$ cat config.mk
export PLATFORM = sky130hd
export DESIGN_NAME = nibble_sequencer
export DESIGN_NICKNAME = d
export VERILOG_FILES = /design/src/rtl/nibble_seq_pkg.sv /design/src/rtl/nibble_seq_alu.sv /design/src/rtl/nibble_sequencer.sv
export SDC_FILE = /design/constraint.sdc
export NUM_CORES = 1
export LEC_CHECK = 0
export ABC_AREA = 1
export BUFFER_PORTS_ARGS = -buffer_cell sky130_fd_sc_hd__buf_2
export CAP_MARGIN = 10
export CORE_MARGIN = 1.5
export CORE_UTILIZATION = 65
export CTS_BUF_LIST = sky130_fd_sc_hd__clkbuf_16
export DETAILED_ROUTE_END_ITERATION = 7
export GPL_TIMING_DRIVEN = 0
export HOLD_SLACK_MARGIN = 0.05
export PLACE_DENSITY_LB_ADDON = 0.1
export SYNTH_ARGS = -nofsm -noshare
export SYNTH_HDL_FRONTEND = slang
export SYNTH_HIERARCHICAL = 1
export SYNTH_SLANG_ARGS = --single-unit
export TNS_END_PERCENT = 5
$ cat constraint.sdc
create_clock -name io_in -period 9.1 [get_ports io_in]
set_clock_uncertainty 0.2 [all_clocks]
set_input_delay 1.365 -clock io_in [delete_from_list [all_inputs] [get_ports io_in]]
set_output_delay 1.365 -clock io_in [all_outputs]
set_load 0.01 [all_outputs]
$ cat src/rtl/nibble_seq_pkg.sv
// nibble_sequencer shared definitions:
// command codes, instruction fields, FSM states.
package nibble_seq_pkg;

  localparam logic [1:0] FN_NOP   = 2'b00;
  localparam logic [1:0] FN_WRITE = 2'b01;
  localparam logic [1:0] FN_RUN   = 2'b10;
  localparam logic [1:0] FN_CLEAR = 2'b11;

  localparam logic [1:0] OP_LDI = 2'b00;
  localparam logic [1:0] OP_ADD = 2'b01;
  localparam logic [1:0] OP_SUB = 2'b10;
  localparam logic [1:0] OP_SYS = 2'b11;

  localparam logic [1:0] SUB_HALT = 2'b00;
  localparam logic [1:0] SUB_OUT  = 2'b01;
  localparam logic [1:0] SUB_SHL  = 2'b10;
  localparam logic [1:0] SUB_JMP0 = 2'b11;

  typedef enum logic [1:0] {
    S_IDLE,
    S_RUN,
    S_HALT
  } state_t;

endpackage

$ cat src/rtl/nibble_seq_alu.sv
// nibble_sequencer accumulator ALU:
// next acc for LDI/ADD/SUB and SHL (opcode 11).
module nibble_seq_alu
  import nibble_seq_pkg::*;
(
  input  logic [1:0] op,
  input  logic [1:0] k,
  input  logic [3:0] acc,
  output logic [3:0] y
);

  always_comb begin
    y = acc;
    unique case (op)
      OP_LDI: y = {2'b00, k};
      OP_ADD: y = acc + {2'b00, k};
      OP_SUB: y = acc - {2'b00, k};
      OP_SYS: y = {acc[2:0], 1'b0};
    endcase
  end

endmodule

$ cat src/rtl/nibble_sequencer.sv
// nibble_sequencer: 4-bit micro-sequencer with
// loadable program memory and accumulator.
module nibble_sequencer
  import nibble_seq_pkg::*;
#(
  parameter int DEPTH = 8
) (
  input  logic [7:0] io_in,
  output logic [7:0] io_out
);

  localparam int PW = $clog2(DEPTH);

  logic          clk;
  logic          rst_n;
  logic [1:0]    fn;
  logic [1:0]    fn_q;
  logic [3:0]    data;
  state_t        state;
  state_t        state_n;
  logic [PW-1:0] pc;
  logic [PW-1:0] pc_n;
  logic [PW:0]   pc_inc;
  logic [PW:0]   wptr;
  logic [PW:0]   wptr_n;
  logic [3:0]    acc;
  logic [3:0]    acc_n;
  logic [3:0]    out_reg;
  logic [3:0]    out_n;
  logic [3:0]    alu_y;
  logic [3:0]    instr;
  logic [1:0]    k;
  logic          strobe;
  logic          strobe_n;
  logic          we;
  logic          fire;
  logic          full;
  logic          advance;
  logic [3:0]    mem [DEPTH];

  assign clk   = io_in[0];
  assign rst_n = io_in[1];
  assign fn    = io_in[3:2];
  assign data  = io_in[7:4];

  // edge-detect on fn so a held command fires once
  assign fire   = (fn != FN_NOP) && (fn_q == FN_NOP);
  assign instr  = mem[pc];
  assign k      = instr[1:0];
  assign pc_inc = {1'b0, pc} + (PW+1)'(1);
  assign full   = (wptr == (PW+1)'(DEPTH));

  nibble_seq_alu u_alu (
    .op  (instr[3:2]),
    .k   (k),
    .acc (acc),
    .y   (alu_y)
  );

  always_comb begin
    state_n  = state;
    pc_n     = pc;
    wptr_n   = wptr;
    acc_n    = acc;
    out_n    = out_reg;
    strobe_n = 1'b0;
    we       = 1'b0;
    advance  = 1'b0;

    if (state == S_RUN) begin
      if (instr[3:2] != OP_SYS) begin
        acc_n   = alu_y;
        advance = 1'b1;
      end else begin
        unique case (k)
          SUB_HALT: state_n = S_HALT;
          SUB_OUT: begin
            out_n    = acc;
            strobe_n = 1'b1;
            advance  = 1'b1;
          end
          SUB_SHL: begin
            acc_n   = alu_y;
            advance = 1'b1;
          end
          SUB_JMP0: pc_n = '0;
        endcase
      end
      if (advance) begin
        pc_n = pc_inc[PW-1:0];
        if (pc_inc == wptr) state_n = S_HALT;
      end
    end

    // commands override execution; out/strobe survive CLEAR
    if (fire) begin
      unique case (fn)
        FN_WRITE: begin
          if (state != S_RUN && !full) begin
            we     = 1'b1;
            wptr_n = wptr + (PW+1)'(1);
          end
        end
        FN_RUN: begin
          if (state != S_RUN) begin
            pc_n    = '0;
            acc_n   = '0;
            state_n = (wptr == '0) ? S_HALT : S_RUN;
          end
        end
        FN_CLEAR: begin
          wptr_n  = '0;
          pc_n    = '0;
          acc_n   = '0;
          state_n = S_IDLE;
        end
        default: ;
      endcase
    end
  end

  always_ff @(posedge clk or negedge rst_n) begin
    if (!rst_n) begin
      state   <= S_IDLE;
      fn_q    <= FN_NOP;
      pc      <= '0;
      wptr    <= '0;
      acc     <= '0;
      out_reg <= '0;
      strobe  <= 1'b0;
    end else begin
      state   <= state_n;
      fn_q    <= fn;
      pc      <= pc_n;
      wptr    <= wptr_n;
      acc     <= acc_n;
      out_reg <= out_n;
      strobe  <= strobe_n;
    end
  end

  always_ff @(posedge clk) begin
    if (we) mem[wptr[PW-1:0]] <= data;
  end

  assign io_out = {out_reg, state == S_RUN, full,
                   state == S_HALT, strobe};

endmodule
==> results of run 1 <==
-- cell usage after synthesis, drive strengths merged --
cell type | instances | area (um^2)
nand3 | 21 | 110
o211ai | 1 | 7.51
and2 | 1 | 8.76
o221ai | 1 | 8.76
xnor2 | 2 | 17.5
ha | 14 | 175
a22oi | 1 | 7.51
a21boi | 1 | 7.51
edfxtp | 32 | 961
a21oi | 5 | 25.0
dfrtp | 20 | 500
o21ai | 23 | 115
o21bai | 1 | 7.51
o22ai | 5 | 31.3
inv | 64 | 240
nand4 | 3 | 18.8
nor3b | 1 | 7.51
nand2 | 82 | 325
xor2 | 1 | 8.76
fa | 1 | 20.0
buf | 8 | 51.3
nor3 | 10 | 55.1
nor2 | 39 | 154
-- logic make-up after synthesis --
logic type / after synthesis / share of synthesized area
flops: 52 / 0.510
compound gates: 38 / 0.0734
fa+ha+maj: 15 / 0.0682
buf+inv: 72 / 0.102
xor+xnor: 3 / 0.00918
simple gates: 157 / 0.237
-- metrics by stage --
step	util	cell area [um^2]
after floorplan	-	2860
after global placement	0.721	2970
after detailed placement	0.721	2970
==> flow_metrics.tcl, run 1 <==
set metrics [dict create \
    status "did not finish" \
    stop_stage "clock tree synthesis (4_1_cts)" \
    error "[ERROR DPL-0038] Utilization greater than 100%, impossible to legalize" \
    globalplace.congestion 0.829 \
    yosys_register_bits 52 \
    ys_seq_area_frac 0.510 \
    synth_warnings 6 \
    syn_area_per_cell_um2 8.50 \
    portBuffers 8 \
    die_h_um 69.4 \
    chipWidth_um 69.4 \
    start_util 0.696 \
    dp_cells 395 \
    dpl_worst_slack_ns 3.31 \
    synth_cells 337 \
    num_rows 23 \
    synth_nets 360 \
    ios 16 \
    synthesis.area_um2 2860 \
    synth_cell_types 31 \
    dp_hpwl_mm 4.10 \
]
==> inputs of run 2 (changes only) <==
--- a/config.mk
+++ b/config.mk
@@ -9,12 +9,10 @@
 export BUFFER_PORTS_ARGS = -buffer_cell sky130_fd_sc_hd__buf_2
 export CAP_MARGIN = 10
 export CORE_MARGIN = 1.5
-export CORE_UTILIZATION = 65
-export CTS_BUF_LIST = sky130_fd_sc_hd__clkbuf_16
+export CORE_UTILIZATION = 40
 export DETAILED_ROUTE_END_ITERATION = 7
 export GPL_TIMING_DRIVEN = 0
-export HOLD_SLACK_MARGIN = 0.05
-export PLACE_DENSITY_LB_ADDON = 0.1
+export PLACE_DENSITY_LB_ADDON = 0.15
 export SYNTH_ARGS = -nofsm -noshare
 export SYNTH_HDL_FRONTEND = slang
 export SYNTH_HIERARCHICAL = 1
==> run 2 against run 1 <==
Compared with the run above:
- the flow now finishes, with violations (hold timing)
- synthesized cell count stayed put
- area after synthesis stayed put
==> flow_metrics.tcl, run 2 <==
set metrics [dict create \
    power_leakage_nw 1.80 \
    setup_tns_ns 0 \
    dp_hpwl_mm 4.25 \
    drc 0 \
    dpl_worst_slack_ns 3.31 \
    ios 16 \
    antenna_found_initial 0 \
    cp_max_fo 3 \
    wirelength_mm 9.40 \
    violations "hold timing" \
    yosys_register_bits 52 \
    hold_viol 54 \
    cts_tree "built" \
    track_usage 0.285 \
    status "finished with violations" \
    drtAntennaViolNets 0 \
    ys_seq_area_frac 0.510 \
    dr.pass1.iters 7 \
    portBuffers 8 \
    synth-edff-count 32 \
    wire_per_inst_um 17.3 \
    setup_violations 0 \
    synth_top_flop_cell "edfxtp_1" \
    die_area_um2 7680 \
    areaGrowthSynthToFinish_pct 49.6 \
    drt_iter0_markers 298 \
    num_rows 30 \
    start_util 0.417 \
    via_per_inst 5.32 \
    synth_top_area_cell "edfxtp_1" \
    crit_arrival_ns 6.11 \
    syn_area_per_cell_um2 8.50 \
    power_density_nw_per_um2 415 \
    fin_nets 460 \
    layout_common_cells "clkbuf_8, nand2_1, inv_1" \
    drive_gt1_frac 0.259 \
    synth_cell_types 31 \
    crit_path_end_kind "flip-flop" \
    clkTransAtPathRegs_ns 0.11 \
    antenna_cells 0 \
    layout.cells.non_filler 544 \
    setup_slack_ns 2.83 \
    chipWidth_um 87.6 \
    nFillCells 517 \
    holdBufCountCts 0 \
    crit_required_ns 8.94 \
    yosysMostFrequentCell "nand2_1" \
    cp-start-kind "clock port" \
    min_path_type "clock port to async pin" \
    relSlewSlack 0.454 \
    ir_drop_mv 0.324 \
    hold_ws_ns -0.593 \
    grt_max_degree 17 \
    netlist_top_cells_count "nand2_1, inv_1, nor2_1" \
    register_area_um2 1460 \
    final_util 0.624 \
    synth_nets 360 \
    die_h_um 87.6 \
    grt_pass1_vias 3804 \
    multiInputGateArea_um2 1110 \
    yosys.area.top_type_share 0.336 \
    synthTopCellsByArea "edfxtp_1, dfrtp_1, nand2_1, inv_1, ha_1" \
    dp_cells 441 \
    reg2reg_depth 23 \
    cap_violations 0 \
    grt_pass1_wl_mm 16.8 \
    route.vias.total 2892 \
    async_flop_share 0.385 \
    drv_slew 0 \
    grt_overflow 0 \
    tightest_slew_ns 0.813 \
    largest_reg_flops 32 \
    synth_warnings 6 \
    globalplace.congestion 0.767 \
    core-area_um2 6870 \
    synthesis.area_um2 2860 \
    final_common_cell "clkbuf_8" \
    cts.repair.resized 0 \
    grt_setup_unrepaired "no" \
    post-cts-setup-buffers 0 \
    clock_latency_ns 0.32 \
    synth_cells 337 \
    path_class "clock port to flip-flop" \
]
==> run 2: routing by layer <==
metal	vias to the layer above	global-route usage	share of wire	wire length [um]
met5	-	0.0779	0	0
met4	0	0.345	0.060	560
met3	75	0.304	0.13	1250
met2	228	0.317	0.45	4220
met1	1311	0.238	0.36	3370
li1	1278	-	-	-
==> run 2: metrics by stage <==
step / area [um^2] / hold WS, ns / power (mW)
CTS: 4280 / -0.575 / 1.81
global route: 4280 / -0.615 / 1.91
floorplan: 2860 / -0.496 / 0.501
detailed placement: 3020 / -0.496 / 0.501
finish: 4280 / -0.593 / 1.78
global placement: 3020 / -0.496 / 0.501
==> run 2: layout make-up <==
cell class,instances,area share
inverter,60,0.0526
clock buffer,88,0.269
sequential,52,0.341
timing repair buffer,9,0.0111
clock inverter,18,0.0272
multi-input combinational,213,0.259
buffer,8,0.0120
tap,96,0.0280
==> run 2: cells by family after synthesis <==
family | share of synthesized area
simple gates | 0.237
xor+xnor | 0.00918
compound gates | 0.0734
flops | 0.510
buf+inv | 0.102
fa+ha+maj | 0.0682
==> run 2: report_power, final <==
group | switching, mW | internal (mW) | leakage, nW | total (mW)
clock | 0.552 | 0.886 | 0.763 | 1.44
sequential | 0 | 0.342 | 0.691 | 0.342
combinational | 0 | 0 | 0.343 | 0.000000343
==> run 2: worst max-delay path, cell delays in order <==
cell and delay [ns]:
clkbuf_8 0.12, clkbuf_8 0.13, nor3_2 0.19, clkbuf_8 0.17, clkbuf_8 0.12, nand2_1 0.06
clkbuf_8 0.15, clkbuf_8 0.14, nor3_1 0.18, clkbuf_8 0.18, clkbuf_8 0.11
==> run 2: worst paths after layout <==
kind	endpoint	slack, ns	start
setup reg to reg	acc[3]	4.92	pc[0]
hold reg to reg	out_reg[0]	0.29	out_reg[0]
setup / recovery	mem[6][3]	2.83	io_in[3]
hold / removal	acc[3]	-0.59	io_in[1]
min in group io_in	fn_q[0]	-0.26	io_in[2]
max in group asynchronous	pc[1]	9.14	io_in[1]
Note: power is estimated with default switching activity, not from simulation.
